==> config.mk <==
export PLATFORM = sky130hd
export DESIGN_NAME = cursor_datapath
export DESIGN_NICKNAME = d
export VERILOG_FILES = /design/src/rtl/etch_pkg.sv /design/src/rtl/sprite_scan_counter.sv /design/src/rtl/cursor_datapath.sv
export SDC_FILE = /design/constraint.sdc
export NUM_CORES = 1
export LEC_CHECK = 0
export BUFFER_PORTS_ARGS = -buffer_cell sky130_fd_sc_hd__buf_2
export CAP_MARGIN = 0
export CORE_MARGIN = 5
export CORE_UTILIZATION = 30
export DETAILED_ROUTE_END_ITERATION = 6
export PLACE_DENSITY = 0.56
export SYNTH_ARGS = -nofsm -noshare
export SYNTH_HDL_FRONTEND = slang
export SYNTH_SLANG_ARGS = --single-unit
==> constraint.sdc <==
create_clock -name clk -period 2.6 [get_ports clk]
set_input_delay 0.13 -clock clk [delete_from_list [all_inputs] [get_ports clk]]
set_output_delay 0.13 -clock clk [all_outputs]
set_load 0.02 [all_outputs]
==> src/rtl/etch_pkg.sv <==
// Shared etch-a-sketch constants and the sprite draw FSM state type.
// Used by the controller FSM and the cursor datapath.
package etch_pkg;

  localparam int COORD_X_W     = 8;
  localparam int COORD_Y_W     = 7;
  localparam int SCREEN_X_MAX  = 159;
  localparam int SCREEN_Y_MAX  = 119;
  localparam int SPRITE_LOG2   = 2;
  localparam int CURSOR_X_INIT = 80;
  localparam int CURSOR_Y_INIT = 60;

  typedef enum logic {
    S_IDLE = 1'b0,
    S_DRAW = 1'b1
  } draw_state_t;

endpackage

==> src/rtl/sprite_scan_counter.sv <==
// Raster scan index for the sprite; last flags the final pixel.
// start has priority over en and always restarts the scan at zero.
module sprite_scan_counter #(
  parameter int W = 4
) (
  input  logic         clk,
  input  logic         resetn,
  input  logic         start,
  input  logic         en,
  output logic [W-1:0] cnt,
  output logic         last
);

  always_ff @(posedge clk) begin
    if (!resetn) begin
      cnt <= '0;
    end else if (start) begin
      cnt <= '0;
    end else if (en) begin
      cnt <= cnt + W'(1);
    end
  end

  assign last = &cnt;

endmodule

==> src/rtl/cursor_datapath.sv <==
// Cursor position register with clamped stepping, plus the sprite
// draw FSM that streams one registered pixel write per clock.
module cursor_datapath
  import etch_pkg::*;
#(
  parameter int X_W    = COORD_X_W,
  parameter int Y_W    = COORD_Y_W,
  parameter int X_MAX  = SCREEN_X_MAX,
  parameter int Y_MAX  = SCREEN_Y_MAX,
  parameter int S_LOG2 = SPRITE_LOG2,
  parameter int X_INIT = CURSOR_X_INIT,
  parameter int Y_INIT = CURSOR_Y_INIT
) (
  input  logic           clk,
  input  logic           resetn,
  input  logic           pos_en,
  input  logic           plot_en,
  input  logic           dir_up,
  input  logic           dir_down,
  input  logic           dir_left,
  input  logic           dir_right,
  input  logic [2:0]     colour_in,
  output logic [X_W-1:0] cur_x,
  output logic [Y_W-1:0] cur_y,
  output logic [X_W-1:0] vga_x,
  output logic [Y_W-1:0] vga_y,
  output logic [2:0]     vga_colour,
  output logic           vga_plot,
  output logic           busy
);

  localparam int N = 2 * S_LOG2;
  localparam logic [X_W-1:0] X_LIM = X_W'(X_MAX - (1 << S_LOG2) + 1);
  localparam logic [Y_W-1:0] Y_LIM = Y_W'(Y_MAX - (1 << S_LOG2) + 1);
  localparam logic [X_W-1:0] X_ONE = X_W'(1);
  localparam logic [Y_W-1:0] Y_ONE = Y_W'(1);

  draw_state_t    state;
  draw_state_t    state_nxt;
  logic [X_W-1:0] x_nxt;
  logic [Y_W-1:0] y_nxt;
  logic [X_W-1:0] ox;
  logic [Y_W-1:0] oy;
  logic [N-1:0]   cnt;
  logic [N-1:0]   cnt_nxt;
  logic           last;
  logic           accept;
  logic           step;

  // Clamped step; opposite buttons cancel on their axis.
  always_comb begin
    x_nxt = cur_x;
    y_nxt = cur_y;
    if (dir_right && !dir_left && cur_x < X_LIM) begin
      x_nxt = cur_x + X_ONE;
    end else if (dir_left && !dir_right && cur_x != '0) begin
      x_nxt = cur_x - X_ONE;
    end
    if (dir_down && !dir_up && cur_y < Y_LIM) begin
      y_nxt = cur_y + Y_ONE;
    end else if (dir_up && !dir_down && cur_y != '0) begin
      y_nxt = cur_y - Y_ONE;
    end
  end

  always_ff @(posedge clk) begin
    if (!resetn) begin
      cur_x <= X_W'(X_INIT);
      cur_y <= Y_W'(Y_INIT);
    end else if (pos_en) begin
      cur_x <= x_nxt;
      cur_y <= y_nxt;
    end
  end

  always_ff @(posedge clk) begin
    if (!resetn) begin
      state <= S_IDLE;
    end else begin
      state <= state_nxt;
    end
  end

  always_comb begin
    state_nxt = state;
    unique case (state)
      S_IDLE: if (plot_en) state_nxt = S_DRAW;
      S_DRAW: if (last && !plot_en) state_nxt = S_IDLE;
    endcase
  end

  // A new draw is taken in IDLE or on the final pixel cycle.
  always_comb begin
    accept = plot_en && (state == S_IDLE || last);
    step   = (state == S_DRAW) && !last;
  end

  sprite_scan_counter #(
    .W(N)
  ) u_scan (
    .clk   (clk),
    .resetn(resetn),
    .start (accept),
    .en    (step),
    .cnt   (cnt),
    .last  (last)
  );

  assign cnt_nxt = cnt + N'(1);

  always_ff @(posedge clk) begin
    if (!resetn) begin
      ox         <= '0;
      oy         <= '0;
      vga_x      <= '0;
      vga_y      <= '0;
      vga_colour <= '0;
    end else if (accept) begin
      ox         <= cur_x;
      oy         <= cur_y;
      vga_x      <= cur_x;
      vga_y      <= cur_y;
      vga_colour <= colour_in;
    end else if (step) begin
      vga_x <= ox + {{(X_W-S_LOG2){1'b0}}, cnt_nxt[S_LOG2-1:0]};
      vga_y <= oy + {{(Y_W-S_LOG2){1'b0}}, cnt_nxt[N-1:S_LOG2]};
    end
  end

  assign busy     = (state == S_DRAW);
  assign vga_plot = (state == S_DRAW);

endmodule

==> impl_results.html, run 1 <==
<table>
<tr><th>Metric</th><th>Value</th></tr>
<tr><th colspan="2">Yosys</th></tr>
<tr><td>XOR/XNOR Fraction of Synth Area</td><td>between 5 and 6%</td></tr>
<tr><td>Combined area of all synthesized cells</td><td>2984 sq um</td></tr>
<tr><td>Syn Inst Count</td><td>roughly 340</td></tr>
<tr><td>Number of flip-flops and latches in the synthesized netlist</td><td>53</td></tr>
<tr><td>YS warnings</td><td>0</td></tr>
<tr><td>Sequential area share after synthesis</td><td>35.56%</td></tr>
<tr><td>Post-synthesis share of cell area spent on full adders, half adders and majority gates</td><td>a little under a tenth</td></tr>
<tr><td>Synth Area per Inst</td><td>8.803 sq um</td></tr>
<tr><td>Number of flops mapped to enable cells by yosys</td><td>0</td></tr>
<tr><td>Main combinational cell family by area after synthesis</td><td>compound AO/OA/AOI/OAI gates</td></tr>
<tr><td>FFs w/ async S/R, synth</td><td>0%</td></tr>
<tr><td>Flip-flop cell with the highest count after synthesis</td><td>dfxtp_1</td></tr>
<tr><td>Top post-synthesis cells by count</td><td>nand2_1, dfxtp_1, mux2i_1</td></tr>
<tr><td>Top cell type by total area after synthesis</td><td>dfxtp_1</td></tr>
<tr><td>Share of synthesized cell area in and, or, nand and nor gates</td><td>18.49%</td></tr>
<tr><td>Multiplexer fraction of the synthesized cell area</td><td>7.379%</td></tr>
<tr><td>Number of library cell types mapped by synthesis</td><td>43</td></tr>
<tr><td>Most frequent cell after synthesis</td><td>nand2_1</td></tr>
<tr><td>Synth area leaders</td><td>dfxtp_1, nand2_1, mux2i_1, ha_1, xnor2_1</td></tr>
<tr><td>Post-synthesis compound-gate area fraction</td><td>20.08%</td></tr>
<tr><td>Fraction of post-synthesis cell area in the top cell type by area</td><td>a little over a third</td></tr>
<tr><td>Number of nets in the synthesized netlist</td><td>370</td></tr>
<tr><th colspan="2">Drt</th></tr>
<tr><td>DR vias</td><td>about 2.5k</td></tr>
<tr><td>Per-cell routed wire length</td><td>14.60 microns</td></tr>
<tr><td>Vias per Instance</td><td>4.800</td></tr>
<tr><td>Wirelength, routed</td><td>7651 microns</td></tr>
<tr><td>Remaining antenna violation count</td><td>0</td></tr>
<tr><td>Count of unresolved DRC violations after routing</td><td>0</td></tr>
<tr><td>Number of design-rule violations left by the first detailed-router iteration</td><td>105</td></tr>
<tr><td>First-pass iteration count of the detailed router</td><td>4</td></tr>
<tr><th colspan="2">Timing</th></tr>
<tr><td>Max-slew headroom at the worst pin</td><td>53.48%</td></tr>
<tr><td>Number of hold violations in the final report</td><td>0</td></tr>
<tr><td>Total negative slack</td><td>0 ns</td></tr>
<tr><td>Unrepaired setup endpoints after global routing</td><td>no</td></tr>
<tr><td>Clk_skew</td><td>between 0.009 and 0.01 ns</td></tr>
<tr><td>Post-route minimum period</td><td>2.425 ns</td></tr>
<tr><td>Max Clk Rate</td><td>412.4 MHz</td></tr>
<tr><td>Setup violators final</td><td>0</td></tr>
<tr><td>Max-slew violations</td><td>0</td></tr>
<tr><td>Transition at the pin with the smallest max-transition slack</td><td>0.6978 ns</td></tr>
<tr><td>Final worst path period share</td><td>roughly 93%</td></tr>
<tr><th colspan="2">Placed design</th></tr>
<tr><td>Half-perimeter wire length of the detailed placement result</td><td>5469 microns</td></tr>
<tr><td>Area after detailed placement</td><td>3417 sq um</td></tr>
<tr><td>RD Place Congestion</td><td>0.8797</td></tr>
<tr><td>PortBufs</td><td>45</td></tr>
<tr><th colspan="2">Hold path</th></tr>
<tr><td>Min-delay worst type</td><td>in2reg</td></tr>
<tr><td>WHS Path Cells</td><td>3</td></tr>
<tr><th colspan="2">GRT</th></tr>
<tr><td>First-pass GRT wire length</td><td>between 10,000 and 15,000 microns</td></tr>
<tr><td>Grt ovf</td><td>0</td></tr>
<tr><td>GRT Util Overall</td><td>13.53%</td></tr>
<tr><td>Vias in the first global route</td><td>2,521</td></tr>
<tr><td>Initial antenna violation count</td><td>0</td></tr>
<tr><td>Largest net degree at the start of global routing</td><td>40</td></tr>
<tr><th colspan="2">Setup path</th></tr>
<tr><td>Arrival time at the worst endpoint</td><td>between 2 and 3 ns</td></tr>
<tr><td>Startpoint kind of the worst setup timing path</td><td>register</td></tr>
<tr><td>Cells on worst reg2reg path</td><td>9</td></tr>
<tr><td>Element type at the critical path end</td><td>register</td></tr>
<tr><td>Required @ worst endpoint</td><td>roughly 2.8 ns</td></tr>
<tr><td>Critical path start-end classification</td><td>reg2reg</td></tr>
<tr><td>Top fanout value on the critical path</td><td>7</td></tr>
<tr><th colspan="2">Pwr</th></tr>
<tr><td>Clock power share</td><td>24.9%</td></tr>
<tr><td>Switching pwr</td><td>0.0006629 W</td></tr>
<tr><td>Leakage dissipation</td><td>1.628 nW</td></tr>
<tr><td>Power share of the combinational group</td><td>between 20 and 30%</td></tr>
<tr><td>Proportion of total power due to net switching</td><td>33.58%</td></tr>
<tr><td>Worst IR drop on VDD</td><td>~190 uV</td></tr>
<tr><td>Int Pwr</td><td>0.001311 W</td></tr>
<tr><td>Pwr dens</td><td>between 500 and 600 nW/um^2</td></tr>
<tr><td>Sequential share of power</td><td>47.1%</td></tr>
<tr><th colspan="2">Floorplanning</th></tr>
<tr><td># IOs</td><td>46</td></tr>
<tr><td>Die outline area</td><td>about 12,000 sq um</td></tr>
<tr><td>Die outline width</td><td>approximately 110 microns</td></tr>
<tr><td>Die boundary height</td><td>109.7 microns</td></tr>
<tr><td>Initial cell density of the core</td><td>30.67%</td></tr>
<tr><td>Number of placement rows</td><td>36</td></tr>
<tr><td>Core Region</td><td>around 9700 sq um</td></tr>
<tr><th colspan="2">Finish</th></tr>
<tr><td>Fraction of final layout cells sized beyond drive strength 1</td><td>18.67%</td></tr>
<tr><td>Multi-input gate area</td><td>between 1500 and 2000 sq um</td></tr>
<tr><td>Synth-to-Final Area Change</td><td>17.86%</td></tr>
<tr><td>Number of inserted filler cells in the final layout</td><td>1,044</td></tr>
<tr><td>Total Nets Final</td><td>422</td></tr>
<tr><td>Antenna Diode Count</td><td>0</td></tr>
<tr><td>Post-route cell area</td><td>3517 sq um</td></tr>
<tr><td>Footprint of the flip-flops and latches</td><td>around 1100 sq um</td></tr>
<tr><th colspan="2">CTS</th></tr>
<tr><td>Number of CTS-inserted buffers</td><td>5</td></tr>
<tr><td>Clock slew at the register clock pins of the worst setup and hold paths</td><td>0.10 ns</td></tr>
<tr><td>Total number of H-tree levels</td><td>2</td></tr>
<tr><td>Clock tree from TritonCTS</td><td>built</td></tr>
<tr><td>Clock buffer depth</td><td>2</td></tr>
<tr><td>Clock root buffer master</td><td>clkbuf_8</td></tr>
<tr><td>Clock sink count</td><td>53</td></tr>
<tr><td>Insertion delay to the later sink of the worst-skew pair</td><td>roughly 0.31 ns</td></tr>
<tr><th colspan="2">Run</th></tr>
<tr><td>Maximum capacitance violations</td><td>0</td></tr>
<tr><th colspan="2">Outcome</th></tr>
<tr><td>Outcome</td><td>complete, no violations</td></tr>
</table>
[area by class of cell]
cell class | count | share of cell area, %
clock buffers | 6 | 2.348
clock inverters | 1 | 0.2134
inverters | 9 | 0.9605
multi-input cells | 262 | 51.97
flip-flops and latches | 53 | 30.17
well taps | 133 | 4.731
repair buffers | 60 | 9.605
[metrics by stage]
stage | util, % | hold slack, ns | setup WS, ns | power, W | cells
after floorplan | - | 0.2649 | 0.07807 | 0.001324 | 339
after global placement | 35.12 | 0.3697 | 0.2421 | 0.001490 | 517
after detailed placement | 35.12 | 0.3783 | 0.1770 | 0.001499 | 517
after CTS | 36.05 | 0.02177 | 0.1516 | 0.001997 | 524
after global routing | 36.15 | 0.04668 | 0.03029 | 0.002113 | 524
final | 36.15 | 0.04079 | 0.1752 | 0.001974 | 524
[cell families after synthesis]
group	count (synthesis)
adders and majority gates	20
DFF	53
and+or+nand+nor	122
muxes	22
buffers and inverters	24
xor gates and xnor gates	19
AOI/OAI and AO/OA	79
[cells in the final DEF (no fill, tap or decap), types with 4 or more instances in the layout]
cell type / count
nand2_1: 71
dfxtp_1: 53
buf_2: 45
mux2i_1: 22
ha_1: 16
buf_4: 15
xnor2_1: 12
a21oi_1: 12
a21boi_0: 11
nor2_1: 11
nor2b_1: 10
o211a_1: 10
nand3_1: 9
inv_1: 9
a21boi_1: 9
o21ai_0: 8
xor2_1: 7
clkbuf_8: 6
a211oi_1: 5
nand2b_1: 4
o211ai_1: 4
and3_1: 4
fa_1: 4
[power groups by stage]
stage	registers, W	logic [W]	clock network [W]
finish	0.000929	0.000552	0.000492
global route	0.000940	0.000620	0.000553
CTS	0.000930	0.000552	0.000515
detailed placement	0.000949	0.000551	0
global placement	0.000947	0.000543	0
floorplan	0.00101	0.000316	0
[sequential cells by signal (all words and copies together) (netlist names)]
signal,cells
u_scan.cnt,4
ox,8
cur_y,7
vga_x,8
vga_colour,3
oy,7
busy,1
cur_x,8
vga_y,7
[worst max-delay path, stage by stage (launching register included)]
cell      delay, ns
dfxtp_1        0.33
a311o_1        0.36
a21oi_2        0.16
inv_1          0.15
fa_1           0.46
a211oi_2       0.29
o21bai_1       0.11
a21oi_1        0.20
xor2_1         0.16
o211ai_1       0.09
[worst paths after layout]
kind                                 to                        from  slack (ns)
max               cur_x[6]$_SDFFE_PN1P_       cur_x[4]$_SDFFE_PN1P_        0.18
min          vga_colour[0]$_SDFFE_PN0P_                colour_in[0]        0.04
max reg2reg       cur_x[6]$_SDFFE_PN1P_       cur_x[4]$_SDFFE_PN1P_        0.18
min reg2reg  vga_colour[0]$_SDFFE_PN0P_  vga_colour[0]$_SDFFE_PN0P_        0.46
[layer usage]
metal  GRT usage (%)  wire (microns)  up-vias
met2           22.54            3646       44
met4           4.809             118        0
li1                -               -     1285
met1           17.22            3529     1178
met3           2.877             355        8
met5               0               0        -
[repair_timing]
item / 4_1_cts / 5_1_grt
resized for setup: 0 / 2
hold buffers: 0 / 0
endpoints found under the setup margin: 0 / 2
setup buffers: 0 / 0
Power figures use the tool's default switching activity.
==> run 2, diff against run 1 <==
MAX_ROUTING_LAYER = met4   (was default)
PLACE_DENSITY = 0.52   (was 0.56)
==> run 2 against run 1 <==
Highest routed layer unchanged. Fmax increased by 0.45%. Global-route usage decreased by 0.44 points. Non-clock buffer count decreased by 2. First-iteration DRC count decreased by 1.9%. Largest cell class unchanged. Setup slack improved by 0.011 ns. Largest power group unchanged. Critical path depth unchanged.
==> impl_results.html, run 2 (same netlist as run 1, synthesis figures left out) <==
<table>
<tr><th>Metric</th><th>Value</th></tr>
<tr><th colspan="2">GRT</th></tr>
<tr><td>Largest net degree at the start of global routing</td><td>42 (+5.0%)</td></tr>
<tr><td>GRT Util Overall</td><td>13.09% (-0.44 points)</td></tr>
<tr><td>Met1 routing resource usage after global routing</td><td>17.04% (-0.18 points)</td></tr>
<tr><td>Met3 track demand over resource in global routing</td><td>2.408% (-0.47 points)</td></tr>
<tr><td>Grt ovf</td><td>0 (unchanged)</td></tr>
<tr><td>Grt met2 use</td><td>20.79% (-1.7 points)</td></tr>
<tr><td>Peak-usage layer in the global routing report</td><td>met2</td></tr>
<tr><td>First-pass GRT wire length</td><td>11,990 microns (-5.4%)</td></tr>
<tr><td>Vias in the first global route</td><td>2,343 (-7.1%)</td></tr>
<tr><td>Initial antenna violation count</td><td>0 (unchanged)</td></tr>
<tr><th colspan="2">Timing</th></tr>
<tr><td>Max-slew violations</td><td>0 (unchanged)</td></tr>
<tr><td>Number of hold violations in the final report</td><td>0 (unchanged)</td></tr>
<tr><td>Max Clk Rate</td><td>414.3 MHz (+0.45%)</td></tr>
<tr><td>Transition at the pin with the smallest max-transition slack</td><td>0.6755 ns (-0.02232 ns)</td></tr>
<tr><td>Setup violators final</td><td>0 (unchanged)</td></tr>
<tr><td>Unrepaired setup endpoints after global routing</td><td>no</td></tr>
<tr><td>Final worst path period share</td><td>92.84% (-0.42 points)</td></tr>
<tr><td>Max-slew headroom at the worst pin</td><td>54.97% (+1.5 points)</td></tr>
<tr><td>PnR worst setup slack</td><td>0.1861 ns (+0.01082 ns)</td></tr>
<tr><td>Clk_skew</td><td>0.01022 ns (+0.0002270 ns)</td></tr>
<tr><td>Post-route minimum period</td><td>2.414 ns (-0.01082 ns)</td></tr>
<tr><td>Total negative slack</td><td>0 ns (unchanged)</td></tr>
<tr><th colspan="2">Setup path</th></tr>
<tr><td>Top fanout value on the critical path</td><td>7 (unchanged)</td></tr>
<tr><td>Cells on worst reg2reg path</td><td>9 (unchanged)</td></tr>
<tr><td>Arrival time at the worst endpoint</td><td>2.57 ns (-0.05 ns)</td></tr>
<tr><td>Element type at the critical path end</td><td>register</td></tr>
<tr><td>Critical path start-end classification</td><td>reg2reg</td></tr>
<tr><td>Terminus of the critical flop-to-flop path</td><td>cur_x[6]$_SDFFE_PN1P_</td></tr>
<tr><td>Worst flop-to-flop path startpoint</td><td>cur_x[4]$_SDFFE_PN1P_</td></tr>
<tr><td>Startpoint kind of the worst setup timing path</td><td>register</td></tr>
<tr><td>Required @ worst endpoint</td><td>2.76 ns (-0.04 ns)</td></tr>
<tr><td>Worst reg2reg setup slack</td><td>0.19 ns (about the same)</td></tr>
<tr><td>Worst setup path startpoint</td><td>cur_x[4]$_SDFFE_PN1P_</td></tr>
<tr><th colspan="2">Pwr</th></tr>
<tr><td>Total power</td><td>0.001959 W (-0.76%)</td></tr>
<tr><td>Power share of the combinational group</td><td>27.5% (-0.5 points)</td></tr>
<tr><td>Clock power share</td><td>24.9% (about the same)</td></tr>
<tr><td>Sequential share of power</td><td>47.7% (+0.6 points)</td></tr>
<tr><td>Int Pwr</td><td>0.001312 W (about the same)</td></tr>
<tr><td>Leakage dissipation</td><td>1.626 nW (-0.12%)</td></tr>
<tr><td>Worst IR drop on VDD</td><td>208.6 uV (+9.5%)</td></tr>
<tr><td>Switching pwr</td><td>0.0006467 W (-2.4%)</td></tr>
<tr><td>Pwr dens</td><td>558.5 nW/um^2 (-0.47%)</td></tr>
<tr><td>Proportion of total power due to net switching</td><td>33.01% (-0.57 points)</td></tr>
<tr><th colspan="2">Finish</th></tr>
<tr><td>Finished Core Util</td><td>36.05% (-0.10 points)</td></tr>
<tr><td>Fraction of final layout cells sized beyond drive strength 1</td><td>18.46% (-0.21 points)</td></tr>
<tr><td>Top Registers</td><td>cur_x x8, ox x8, vga_x x8</td></tr>
<tr><td>Total Nets Final</td><td>420 (-0.47%)</td></tr>
<tr><td>Commonest cells after routing, fill and taps aside</td><td>nand2_1, dfxtp_1, buf_2, mux2i_1, ha_1</td></tr>
<tr><td>Synth-to-Final Area Change</td><td>17.53%</td></tr>
<tr><td>Antenna Diode Count</td><td>0 (unchanged)</td></tr>
<tr><td>Leading cell type in the layout, fill and taps excluded</td><td>nand2_1</td></tr>
<tr><th colspan="2">Drt</th></tr>
<tr><td>Wirelength, routed</td><td>7293 microns (-4.7%)</td></tr>
<tr><td>Remaining antenna violation count</td><td>0 (unchanged)</td></tr>
<tr><td>Per-cell routed wire length</td><td>13.94 microns (-4.5%)</td></tr>
<tr><td>DR vias</td><td>2,469 (-1.8%)</td></tr>
<tr><td>First-pass iteration count of the detailed router</td><td>4 (unchanged)</td></tr>
<tr><td>Count of unresolved DRC violations after routing</td><td>0 (unchanged)</td></tr>
<tr><td>Vias per Instance</td><td>4.721 (-1.6%)</td></tr>
<tr><td>Number of design-rule violations left by the first detailed-router iteration</td><td>103 (-1.9%)</td></tr>
<tr><th colspan="2">CTS</th></tr>
<tr><td>Clock root buffer master</td><td>clkbuf_8</td></tr>
<tr><td>Buffer count from post-CTS setup fixing</td><td>0 (unchanged)</td></tr>
<tr><td>Clock tree from TritonCTS</td><td>built</td></tr>
<tr><td>Clock buffer depth</td><td>2 (unchanged)</td></tr>
<tr><td>Insertion delay to the later sink of the worst-skew pair</td><td>0.31 ns (about the same)</td></tr>
<tr><td>Resized cells post-CTS</td><td>0 (unchanged)</td></tr>
<tr><td>Number of CTS-inserted buffers</td><td>5 (unchanged)</td></tr>
<tr><td>Count of hold-fix buffers inserted at cts</td><td>0 (unchanged)</td></tr>
<tr><td>Total number of H-tree levels</td><td>2 (unchanged)</td></tr>
<tr><td>Clock sink count</td><td>53 (unchanged)</td></tr>
<tr><td>Clock slew at the register clock pins of the worst setup and hold paths</td><td>0.10 ns (about the same)</td></tr>
<tr><th colspan="2">Hold path</th></tr>
<tr><td>Endpoint, Worst Hold</td><td>vga_colour[0]$_SDFFE_PN0P_</td></tr>
<tr><td>Start point of the worst hold path</td><td>colour_in[0]</td></tr>
<tr><td>WHS Path Cells</td><td>3 (unchanged)</td></tr>
<tr><td>Min-delay worst type</td><td>in2reg</td></tr>
<tr><th colspan="2">Floorplanning</th></tr>
<tr><td>Die outline area</td><td>12,040 sq um (unchanged)</td></tr>
<tr><td>Core Region</td><td>9729 sq um (unchanged)</td></tr>
<tr><td># IOs</td><td>46 (unchanged)</td></tr>
<tr><td>Die outline width</td><td>109.7 microns (unchanged)</td></tr>
<tr><td>Die boundary height</td><td>109.7 microns (unchanged)</td></tr>
<tr><td>Number of placement rows</td><td>36 (unchanged)</td></tr>
<tr><td>Initial cell density of the core</td><td>30.67% (unchanged)</td></tr>
<tr><th colspan="2">Outcome</th></tr>
<tr><td>Outcome</td><td>complete, no violations</td></tr>
<tr><th colspan="2">Placed design</th></tr>
<tr><td>Pre-CTS WS</td><td>0.1409 ns (-0.03601 ns)</td></tr>
<tr><td>Half-perimeter wire length of the detailed placement result</td><td>5328 microns (-2.6%)</td></tr>
<tr><td>RD Place Congestion</td><td>0.8030 (-8.7%)</td></tr>
<tr><td>PortBufs</td><td>45 (unchanged)</td></tr>
<tr><th colspan="2">Run</th></tr>
<tr><td>Maximum capacitance violations</td><td>0 (unchanged)</td></tr>
</table>
-- run 2: cell count changes in the layout (fill, tap and decap cells not counted) --
cell | before | now
a211oi_1 | 5 | 6
a211oi_2 | 2 | 1
a21oi_1 | 12 | 11
a21oi_2 | 1 | 2
buf_4 | 15 | 13
clkinv_2 | 0 | 1
clkinv_4 | 0 | 1
clkinvlp_4 | 1 | 0
-- run 2: per-stage QoR --
stage | hold WS, ns | instances | instance area, sq um
floorplan | 0.2649 | 339 | 2984
global placement | 0.3705 | 515 | 3402
detailed placement | 0.3810 | 515 | 3402
CTS | 0.03910 | 523 | 3498
global route | 0.05289 | 523 | 3507
finish | 0.04784 | 523 | 3507
-- run 2: final cells by class --
cell class	instances	area, sq um
clock inverter	2	13.76
timing repair buffer	58	322.8
multi-input combinational	262	1827
sequential	53	1061
fill	1040	6222
tap	133	166.4
clock buffer	6	82.58
inverter	9	33.78
-- run 2: critical path, cell delays in order (launching register included) --
cell	delay, ns
dfxtp_1	0.32
a311o_1	0.36
a21oi_2	0.16
inv_1	0.15
fa_1	0.46
a211oi_2	0.28
o21bai_1	0.10
a21oi_1	0.18
xor2_1	0.17
o211ai_1	0.09
-- run 2: worst max path at each step --
stage                     cells past startpoint                    end
final                                         9  cur_x[6]$_SDFFE_PN1P_
after global routing                          9  cur_x[7]$_SDFFE_PN0P_
after CTS                                     9  cur_x[6]$_SDFFE_PN1P_
after detailed placement                      9  cur_x[6]$_SDFFE_PN1P_
after global placement                        9  cur_x[6]$_SDFFE_PN1P_
after floorplan                               9  cur_x[6]$_SDFFE_PN1P_
-- run 2: layer usage --
layer  part of all wire, %  vias to the layer above
li1                      -                     1281
met1                    46                     1144
met2                    48                       38
met3                   4.5                        6
met4                  0.86                        0
met5                     0                        -
-- run 2: power by group through the flow --
stage	sequential (W)	combinational [W]	clock, W
final	0.000934	0.000538	0.000487
after global routing	0.000945	0.000602	0.000545
after CTS	0.000936	0.000541	0.000511
after detailed placement	0.000955	0.000539	0
after global placement	0.000952	0.000533	0
after floorplan	0.00101	0.000316	0
==> run 3, diff against run 2 <==
==> constraint.sdc (replaced) <==
create_clock -name clk -period 2.6 [get_ports clk]
set_input_delay 0.39 -clock clk [delete_from_list [all_inputs] [get_ports clk]]
set_output_delay 0.39 -clock clk [all_outputs]
set_load 0.02 [all_outputs]
==> run 3 against run 2 <==
Count of clock-buffer cells in the layout fell by 1. Setup slack improved by 0.012 ns. Fmax grew 0.49%. Die area stayed put. Highest routed layer unchanged.
==> impl_results.html, run 3 (same netlist as run 1, synthesis figures left out) <==
<table>
<tr><th>Metric</th><th>Value</th></tr>
<tr><th colspan="2">Floorplanning</th></tr>
<tr><td>Core Region</td><td>9729 sq um (unchanged)</td></tr>
<tr><td>Initial cell density of the core</td><td>30.67% (unchanged)</td></tr>
<tr><td>Die outline width</td><td>109.7 microns (unchanged)</td></tr>
<tr><td>Die outline area</td><td>12,040 sq um (unchanged)</td></tr>
<tr><td>Number of placement rows</td><td>36 (unchanged)</td></tr>
<tr><td>Die boundary height</td><td>109.7 microns (unchanged)</td></tr>
<tr><td># IOs</td><td>46 (unchanged)</td></tr>
<tr><th colspan="2">Finish</th></tr>
<tr><td>Fraction of final layout cells sized beyond drive strength 1</td><td>19.34% (+0.88 points)</td></tr>
<tr><td>Number of inserted filler cells in the final layout</td><td>1,072 (+3.1%)</td></tr>
<tr><td>Antenna Diode Count</td><td>0 (unchanged)</td></tr>
<tr><td>Commonest cells after routing, fill and taps aside</td><td>nand2_1, dfxtp_1, buf_2, mux2i_1, buf_4</td></tr>
<tr><td>Synth-to-Final Area Change</td><td>18.20%</td></tr>
<tr><td>Fin cells</td><td>526 (+0.57%)</td></tr>
<tr><td>Top Registers</td><td>cur_x x8, ox x8, vga_x x8</td></tr>
<tr><td>Total Nets Final</td><td>423 (+0.71%)</td></tr>
<tr><td>Leading cell type in the layout, fill and taps excluded</td><td>nand2_1</td></tr>
<tr><th colspan="2">Setup path</th></tr>
<tr><td>Worst flop-to-flop path startpoint</td><td>cur_x[4]$_SDFFE_PN1P_</td></tr>
<tr><td>Total buffers and inverters traversed by the critical path</td><td>1 (unchanged)</td></tr>
<tr><td>Worst path max stage delay</td><td>0.45 ns (about the same)</td></tr>
<tr><td>Required @ worst endpoint</td><td>2.77 ns (about the same)</td></tr>
<tr><td>Arrival time at the worst endpoint</td><td>2.57 ns (about the same)</td></tr>
<tr><td>CP Cell Sequence</td><td>a311o_1 &gt; a21oi_2 &gt; inv_1 &gt; fa_1 &gt; a211oi_2 &gt; o21bai_1 &gt; a21oi_1 &gt; xor2_1 &gt; o211ai_1</td></tr>
<tr><td>Element type at the critical path end</td><td>register</td></tr>
<tr><td>Critical path start-end classification</td><td>reg2reg</td></tr>
<tr><td>Worst setup path startpoint</td><td>cur_x[4]$_SDFFE_PN1P_</td></tr>
<tr><td>Startpoint kind of the worst setup timing path</td><td>register</td></tr>
<tr><td>Dominant delay contributor by cell family on the critical path</td><td>compound AO/OA/AOI/OAI gates</td></tr>
<tr><td>CP max-delay cell</td><td>fa_1</td></tr>
<tr><td>Top fanout value on the critical path</td><td>7 (unchanged)</td></tr>
<tr><th colspan="2">Timing</th></tr>
<tr><td>PnR worst setup slack</td><td>0.1979 ns (+0.01186 ns)</td></tr>
<tr><td>Total negative slack</td><td>0 ns (unchanged)</td></tr>
<tr><td>Worst Hold Slack</td><td>0.2988 ns (+0.2510 ns)</td></tr>
<tr><td>Clk_skew</td><td>0.009844 ns (-0.0003779 ns)</td></tr>
<tr><td>Post-route minimum period</td><td>2.402 ns (-0.01186 ns)</td></tr>
<tr><td>Max-slew headroom at the worst pin</td><td>53.30% (-1.7 points)</td></tr>
<tr><td>Number of hold violations in the final report</td><td>0 (unchanged)</td></tr>
<tr><td>Max Clk Rate</td><td>416.3 MHz (+0.49%)</td></tr>
<tr><td>Max-slew violations</td><td>0 (unchanged)</td></tr>
<tr><td>Unrepaired setup endpoints after global routing</td><td>no</td></tr>
<tr><td>Setup violators final</td><td>0 (unchanged)</td></tr>
<tr><td>Transition at the pin with the smallest max-transition slack</td><td>0.6988 ns (+0.02331 ns)</td></tr>
<tr><td>Final worst path period share</td><td>92.39% (-0.46 points)</td></tr>
<tr><th colspan="2">Hold path</th></tr>
<tr><td>Start point of the worst hold path</td><td>colour_in[0]</td></tr>
<tr><td>Min-delay worst type</td><td>in2reg</td></tr>
<tr><th colspan="2">CTS</th></tr>
<tr><td>Clock buffer depth</td><td>2 (unchanged)</td></tr>
<tr><td>Insertion delay to the later sink of the worst-skew pair</td><td>0.31 ns (about the same)</td></tr>
<tr><td>Total number of H-tree levels</td><td>2 (unchanged)</td></tr>
<tr><td>Clock slew at the register clock pins of the worst setup and hold paths</td><td>0.11 ns (about the same)</td></tr>
<tr><td>Number of CTS-inserted buffers</td><td>5 (unchanged)</td></tr>
<tr><td>Clock tree from TritonCTS</td><td>built</td></tr>
<tr><td>Clock sink count</td><td>53 (unchanged)</td></tr>
<tr><td>Clock root buffer master</td><td>clkbuf_8</td></tr>
<tr><th colspan="2">Placed design</th></tr>
<tr><td>RD Place Congestion</td><td>0.7803 (-2.8%)</td></tr>
<tr><td>Pre-CTS WS</td><td>0.1691 ns (+0.02817 ns)</td></tr>
<tr><td>Half-perimeter wire length of the detailed placement result</td><td>5341 microns (+0.26%)</td></tr>
<tr><td>PortBufs</td><td>45 (unchanged)</td></tr>
<tr><td>Inst Count DP</td><td>518 (+0.58%)</td></tr>
<tr><th colspan="2">Pwr</th></tr>
<tr><td>Worst IR drop on VDD</td><td>242.4 uV (+16%)</td></tr>
<tr><td>Pwr dens</td><td>554.1 nW/um^2 (-0.80%)</td></tr>
<tr><td>Leakage dissipation</td><td>1.624 nW (-0.10%)</td></tr>
<tr><th colspan="2">Drt</th></tr>
<tr><td>Vias per Instance</td><td>4.696 (-0.53%)</td></tr>
<tr><td>Per-cell routed wire length</td><td>13.73 microns (-1.6%)</td></tr>
<tr><td>First-pass iteration count of the detailed router</td><td>4 (unchanged)</td></tr>
<tr><td>DR vias</td><td>2,470 (+0.041%)</td></tr>
<tr><td>Remaining antenna violation count</td><td>0 (unchanged)</td></tr>
<tr><td>Wirelength, routed</td><td>7221 microns (-0.99%)</td></tr>
<tr><td>Number of design-rule violations left by the first detailed-router iteration</td><td>92 (-11%)</td></tr>
<tr><td>Count of unresolved DRC violations after routing</td><td>0 (unchanged)</td></tr>
<tr><th colspan="2">GRT</th></tr>
<tr><td>GRT Util Overall</td><td>12.69% (-0.40 points)</td></tr>
<tr><td>Vias in the first global route</td><td>2,309 (-1.5%)</td></tr>
<tr><td>Largest net degree at the start of global routing</td><td>28 (-33%)</td></tr>
<tr><td>First-pass GRT wire length</td><td>11,720 microns (-2.2%)</td></tr>
<tr><td>Initial antenna violation count</td><td>0 (unchanged)</td></tr>
<tr><td>Grt ovf</td><td>0 (unchanged)</td></tr>
<tr><th colspan="2">Run</th></tr>
<tr><td>Maximum capacitance violations</td><td>0 (unchanged)</td></tr>
<tr><th colspan="2">Outcome</th></tr>
<tr><td>Outcome</td><td>complete, no violations</td></tr>
</table>
==> run 3: cell types whose count changed in the layout (fill, tap and decap cells not counted), sizes merged <==
cell,change
clkbuf,-1
clkinvlp,+3
clkinv,-2
buf,+3
==> run 3: final timing paths <==
kind	cells after the start	end	slack [ns]
worst max-delay path	9	cur_x[6]$_SDFFE_PN1P_	0.20
worst min-delay path	3	vga_colour[0]$_SDFFE_PN0P_	0.30
worst max register to register	9	cur_x[6]$_SDFFE_PN1P_	0.20
worst min register to register	2	vga_colour[0]$_SDFFE_PN0P_	0.46
==> run 3: where the power goes <==
group,leakage [nW],internal (W),switching [W]
registers,0.436,0.000873,0.0000539
clock network,0.0364,0.000190,0.000287
logic,1.15,0.000228,0.000323
total,1.62,0.00129,0.000664
==> run 3: cell type report <==
| cell class | instances | area (sq um) | area share [%] |
|---|---|---|---|
| clock inverter | 3 | 22.52 | 0.6385 |
| sequential | 53 | 1061 | 30.08 |
| timing repair buffer | 61 | 345.3 | 9.791 |
| multi-input combinational | 262 | 1829 | 51.86 |
| tap | 133 | 166.4 | 4.718 |
| inverter | 9 | 33.78 | 0.9578 |
| clock buffer | 5 | 68.82 | 1.951 |
==> run 3: worst min-delay path, stage by stage <==
cell      delay [ns]
buf_2           0.09
nand2_1         0.04
a21boi_1        0.05
==> run 3: timing repair <==
| action | 4_1_cts | 5_1_grt |
|---|---|---|
| hold buffers | 0 | 0 |
| resized for setup | 0 | 3 |
| setup buffers | 0 | 0 |
| endpoints found under the setup margin | 0 | 2 |
==> run 3: per-layer routing <==
metal  share of wire [%]  wire, microns  global-route usage (%)  vias to the layer above
li1                    -              -                       -                     1287
met1                  50           3597                   16.98                     1144
met2                  45           3229                   19.53                       34
met3                 4.3            310                   2.466                        5
met4                 1.2             85                   3.562                        0
met5                   0              0                       -                        -
==> run 3: through the flow <==
stage               total power, W  area [sq um]  util (%)
floorplan                 0.001324          2984         -
global placement          0.001489          3425     35.20
CTS                       0.001972          3516     36.14
finish                    0.001954          3527     36.25
global route              0.002084          3527     36.25
detailed placement        0.001496          3425     35.20
